[config.mk]
export PLATFORM = sky130hd
export DESIGN_NAME = digit_serial_sub
export DESIGN_NICKNAME = d
export VERILOG_FILES = /design/src/rtl/digit_serial_sub_pkg.sv /design/src/rtl/digit_sub.sv /design/src/rtl/digit_serial_sub.sv
export SDC_FILE = /design/constraint.sdc
export NUM_CORES = 1
export LEC_CHECK = 0
export ABC_AREA = 1
export CAP_MARGIN = 30
export CELL_PAD_IN_SITES_DETAIL_PLACEMENT = 0
export CELL_PAD_IN_SITES_GLOBAL_PLACEMENT = 2
export CORE_ASPECT_RATIO = 0.5
export CORE_UTILIZATION = 30
export DETAILED_ROUTE_END_ITERATION = 8
export GPL_ROUTABILITY_DRIVEN = 1
export PLACE_DENSITY_LB_ADDON = 0.1
export SLEW_MARGIN = 25
export SYNTH_ARGS = -nofsm -noshare
export SYNTH_HDL_FRONTEND = slang
export SYNTH_HIERARCHICAL = 1
export SYNTH_SLANG_ARGS = --single-unit
[constraint.sdc]
create_clock -name clk -period 3 [get_ports clk]
set_clock_uncertainty 0.05 [all_clocks]
set_input_delay 0.3 -clock clk [delete_from_list [all_inputs] [get_ports clk]]
set_output_delay 0.3 -clock clk [all_outputs]
set_load 0.02 [all_outputs]
[src/rtl/digit_serial_sub_pkg.sv]
// Shared types and defaults for the digit-serial subtractor.
// Holds the FSM encoding and the signed-overflow helper.
package digit_serial_sub_pkg;

    localparam int DEF_WIDTH = 16;
    localparam int DEF_DIGIT = 4;

    typedef enum logic [0:0] {
        ST_IDLE = 1'b0,
        ST_RUN  = 1'b1
    } state_t;

    // Overflow when the operand signs differ and the result sign departs from the minuend.
    function automatic logic sub_ovf(input logic a_msb, input logic b_msb, input logic d_msb);
        return (a_msb != b_msb) && (d_msb != a_msb);
    endfunction

endpackage

[src/rtl/digit_sub.sv]
// Combinational DIGIT-bit subtractor slice: {bout, diff} = x - y - bin.
module digit_sub #(
    parameter int DIGIT = 4
) (
    input  logic [DIGIT-1:0] x,
    input  logic [DIGIT-1:0] y,
    input  logic             bin,
    output logic [DIGIT-1:0] diff,
    output logic             bout
);

    logic [DIGIT:0] full_s;

    // Widened subtraction; the extra top bit is the borrow out of this digit.
    always_comb begin
        full_s = {1'b0, x} - {1'b0, y} - {{DIGIT{1'b0}}, bin};
    end

    assign diff = full_s[DIGIT-1:0];
    assign bout = full_s[DIGIT];

endmodule

[src/rtl/digit_serial_sub.sv]
// Multi-cycle subtractor: one DIGIT-wide slice per clock with a registered borrow,
// start/busy/done handshake, unsigned borrow-out and signed overflow flag.
module digit_serial_sub
    import digit_serial_sub_pkg::*;
#(
    parameter int WIDTH = DEF_WIDTH,
    parameter int DIGIT = DEF_DIGIT
) (
    input  logic             clk,
    input  logic             rst,
    input  logic             start,
    input  logic [WIDTH-1:0] a,
    input  logic [WIDTH-1:0] b,
    input  logic             bi,
    output logic             busy,
    output logic             done,
    output logic [WIDTH-1:0] d,
    output logic             bo,
    output logic             ovf
);

    localparam int N  = WIDTH / DIGIT;
    localparam int CW = (N > 1) ? $clog2(N) : 1;
    localparam int IW = (WIDTH > 1) ? $clog2(WIDTH) : 1;

    state_t           state_r, state_s;
    logic [CW-1:0]    cnt_r, cnt_s;
    logic [WIDTH-1:0] a_r, a_s;
    logic [WIDTH-1:0] b_r, b_s;
    logic             brw_r, brw_s;
    logic [WIDTH-1:0] res_r, res_s;
    logic             busy_r, busy_s;
    logic             done_r, done_s;
    logic [WIDTH-1:0] d_r, d_s;
    logic             bo_r, bo_s;
    logic             ovf_r, ovf_s;

    logic [IW-1:0]    idx_s;
    logic [DIGIT-1:0] x_s;
    logic [DIGIT-1:0] y_s;
    logic [DIGIT-1:0] dig_s;
    logic             bout_s;
    logic [WIDTH-1:0] res_upd_s;

    // Bit offset of the digit being processed this cycle.
    always_comb begin
        idx_s = IW'(cnt_r * DIGIT);
        x_s   = a_r[idx_s +: DIGIT];
        y_s   = b_r[idx_s +: DIGIT];
    end

    digit_sub #(
        .DIGIT (DIGIT)
    ) u_digit_sub (
        .x    (x_s),
        .y    (y_s),
        .bin  (brw_r),
        .diff (dig_s),
        .bout (bout_s)
    );

    // Partial result with the current digit merged in.
    always_comb begin
        res_upd_s                   = res_r;
        res_upd_s[idx_s +: DIGIT]   = dig_s;
    end

    // Next-state and next-output logic; d/bo/ovf only change on the final digit.
    always_comb begin
        state_s = state_r;
        cnt_s   = cnt_r;
        a_s     = a_r;
        b_s     = b_r;
        brw_s   = brw_r;
        res_s   = res_r;
        busy_s  = busy_r;
        done_s  = 1'b0;
        d_s     = d_r;
        bo_s    = bo_r;
        ovf_s   = ovf_r;
        case (state_r)
            ST_IDLE: begin
                if (start) begin
                    a_s     = a;
                    b_s     = b;
                    brw_s   = bi;
                    cnt_s   = {CW{1'b0}};
                    busy_s  = 1'b1;
                    state_s = ST_RUN;
                end else begin
                    busy_s  = 1'b0;
                    state_s = ST_IDLE;
                end
            end
            ST_RUN: begin
                res_s = res_upd_s;
                brw_s = bout_s;
                if (cnt_r == CW'(N - 1)) begin
                    d_s     = res_upd_s;
                    bo_s    = bout_s;
                    ovf_s   = sub_ovf(a_r[WIDTH-1], b_r[WIDTH-1], res_upd_s[WIDTH-1]);
                    done_s  = 1'b1;
                    busy_s  = 1'b0;
                    cnt_s   = {CW{1'b0}};
                    state_s = ST_IDLE;
                end else begin
                    cnt_s   = cnt_r + {{(CW-1){1'b0}}, 1'b1};
                    state_s = ST_RUN;
                end
            end
            default: begin
                busy_s  = 1'b0;
                cnt_s   = {CW{1'b0}};
                state_s = ST_IDLE;
            end
        endcase
    end

    // State and output registers; reset abandons any operation in flight.
    always_ff @(posedge clk) begin
        if (rst) begin
            state_r <= ST_IDLE;
            cnt_r   <= {CW{1'b0}};
            a_r     <= {WIDTH{1'b0}};
            b_r     <= {WIDTH{1'b0}};
            brw_r   <= 1'b0;
            res_r   <= {WIDTH{1'b0}};
            busy_r  <= 1'b0;
            done_r  <= 1'b0;
            d_r     <= {WIDTH{1'b0}};
            bo_r    <= 1'b0;
            ovf_r   <= 1'b0;
        end else begin
            state_r <= state_s;
            cnt_r   <= cnt_s;
            a_r     <= a_s;
            b_r     <= b_s;
            brw_r   <= brw_s;
            res_r   <= res_s;
            busy_r  <= busy_s;
            done_r  <= done_s;
            d_r     <= d_s;
            bo_r    <= bo_s;
            ovf_r   <= ovf_s;
        end
    end

    assign busy = busy_r;
    assign done = done_r;
    assign d    = d_r;
    assign bo   = bo_r;
    assign ovf  = ovf_r;

endmodule

==> flow_summary.toml, run 1 <==
[synthesis]
yosysSeqAreaShare_pct = 42.8
yosysWarnings = 6
synthCells = 461
synth_cell_types = 29
synth_compound_area_share_pct = 17.7
async_flop_share_pct = 0
synth_top_family_by_area = "simple AND/OR/NAND/NOR gates"
syn-num-nets = 511
synth_seq_cells = 72
yosys.area_share.simple_pct = 22.2
ys.flop_type = "dfxtp_1"
synthAdderAreaFrac_pct = 5.64
synth.avg_cell_area_um2 = 7.31
synthXorXnorAreaFrac_pct = 0.260
synth_edf_count = 0
synth_mux_area_share_pct = 0
synth.cell_area_um2 = 3370

[power_and_ir_drop]
p_per_area_nw_per_um2 = 613
p_leak_nw = 1.90
max-vdd-ir-drop_mv = 0.247

[sta]
max_slew.worst_pin.slew_ns = 0.496
setup_viol_count_final = 0
fin_setup_tns_ns = 0
finalHoldViolCount = 0
rsz0062_at_grt = "false"
post-route-period-util_pct = 89.4
report.final.slew_viol_count = 0
fin_crit_ns = 2.68
max-slew-margin-rel_pct = 66.9
fmax_mhz = 373

[global_route]
grt_max_degree = 37
track_usage_pct = 15.7
grt_overflow = 0
antenna_found_initial = 0
grt_pass1_vias = 2803
grt_pass1_wl_mm = 14.2

[worst_setup_path]
critPathRequiredTime_ns = 3.18
end_kind = "flop"
setup.worst_path.start_class = "flop"
arrival_ns = 2.86
path_max_fanout = 13
path_class = "reg2reg"

[clocking]
clk-insertion-delay-late_ns = 0.33
cts-htree-levels = 3
clockBufferDepth = 2
numCtsBuffers = 9
post_cts_buffers = 0
clock-sinks = 72
cts_tree = "done"
cts_repair_resize_count = 0
clkTransAtPathRegs_ns = 0.06
cts-root-buf = "clkbuf_16"
cts_hold_buf = 0

[route]
vias = 2929
drt_iter0_markers = 196
ant_nets = 0
drt-wirelength-per-cell_um = 12.8
dr.pass1.iters = 6
wl_mm = 8.43
drc_errors = 8
vias_per_cell = 4.45

[placed_design]
place_area_um2 = 3990
port_buffers = 55
routabilityCongestion = 0.759
dp_hpwl_mm = 6.06

[cells_and_area]
final_nets = 563
antenna_cells = 0
final_common_cell = "nor2_1"
finalCoreUtilization_pct = 40.6
syn_to_final_growth_pct = 27.4
final_cell_mix = "nor2_1, nand2_1, dfxtp_1"
stdcell_area_um2 = 4290
layout-drive-gt1-share_pct = 6.37

[min_path]
hold_class = "reg2reg"

[outcome]
status = "finished, violations left"
violations = "design-rule violations"

[floorplan]
initial_utilization_pct = 31.9
fp-row-count = 26
die_w_um = 152
die_area_um2 = 11700
ios = 56
die_h_um = 77.0
core-area_um2 = 10600

[flow_run]
drv_cap = 0
==> Yosys cell counts (2+ instances only) <==
cell	instances	share of area, %
inv_2	2	0.22
buf_6	7	2.3
ha_1	12	4.5
a21oi_1	19	2.8
clkbuf_1	5	0.56
nand4_1	4	0.74
inv_1	52	5.8
o22ai_1	19	3.5
o21ai_0	57	8.5
dfxtp_1	72	43
nand2_1	81	9.0
buf_4	4	0.89
nand3_1	9	1.3
o21ai_1	10	1.5
nor2_1	86	9.6
buf_2	4	0.59
o211ai_1	4	0.89
inv_4	2	0.37
fa_1	2	1.2
==> report_power, final <==
part	internal, mW	total, mW	switching (mW)
Clock	0.686	1.09	0.406
Combinational	0.199	0.493	0.295
Sequential	1.01	1.05	0.0337
==> metrics by stage <==
stage | instances | hold slack (ns) | total power [mW] | setup WS (ns)
6_report | 658 | 0.402 | 2.63 | 0.319
5_1_grt | 658 | 0.418 | 2.80 | 0.0222
4_1_cts | 658 | 0.403 | 2.67 | 0.205
3_5_place_dp | 642 | 0.388 | 1.57 | 0.212
3_3_place_gp | 642 | 0.388 | 1.57 | 0.304
2_1_floorplan | 461 | 0.397 | 1.42 | 0.354
==> registers in the layout (all words and copies together), names as in the netlist <==
register	flops
a_r	16
d	16
b_r	16
cnt_r	2
busy	1
done	1
ovf	1
bo	1
brw_r	1
state_r	1
res_r	16
==> area by class of cell <==
type / instances / area (µm²)
well taps: 140 / 175
inverters: 56 / 215
clock buffers: 11 / 253
fillers: 1122 / 6280
repair buffers: 63 / 611
flip-flops and latches: 72 / 1440
multi-input cells: 311 / 1540
clock inverters: 5 / 55.1
==> worst max-delay path: stages, from the launching register on <==
cell and delay (ns):
dfxtp_2 0.36, inv_2 0.17, o21ai_0 0.11, o22ai_1 0.13
inv_1 0.08, fa_1 0.57, inv_1 0.05, ha_1 0.16
o21ai_1 0.16, nand3_1 0.09, nand2_1 0.13, nand3_1 0.12
o21ai_1 0.21, nand2_1 0.07, nand3_1 0.06, nand2_1 0.05
==> final timing paths <==
kind,from,end,slack (ns),cells after the start
hold reg to reg,d[9],d[9],0.40,2
hold / removal,d[9],d[9],0.40,2
setup reg to reg,cnt_r[0],ovf,0.32,15
setup / recovery,cnt_r[0],ovf,0.32,15
==> per-layer routing <==
layer / GRT usage [%] / wire, µm / up-vias
met2: 22.5 / 3280 / 60
met3: 5.20 / 357 / 9
met4: 4.29 / 76 / 0
met5: 0 / 0 / -
li1: - / - / 1591
met1: 22.1 / 4720 / 1269
==> logic make-up (layout without fill, tap and decap cells) <==
group                    after synthesis  in the layout
AO/OA/AOI/OAI                        111            111
XOR/XNOR                               1              1
AND/OR/NAND/NOR                      185            185
adder cells (fa/ha/maj)               14             14
flip-flops                            72             72
buffers and inverters                 78            135
(Power assumes the default switching activity.)
==> run 2, diff against run 1 <==
- CTS_CLUSTER_SIZE: unset -> 40
==> results of run 2 <==
Final layout, timing and power as in run 1 (identical DEF).
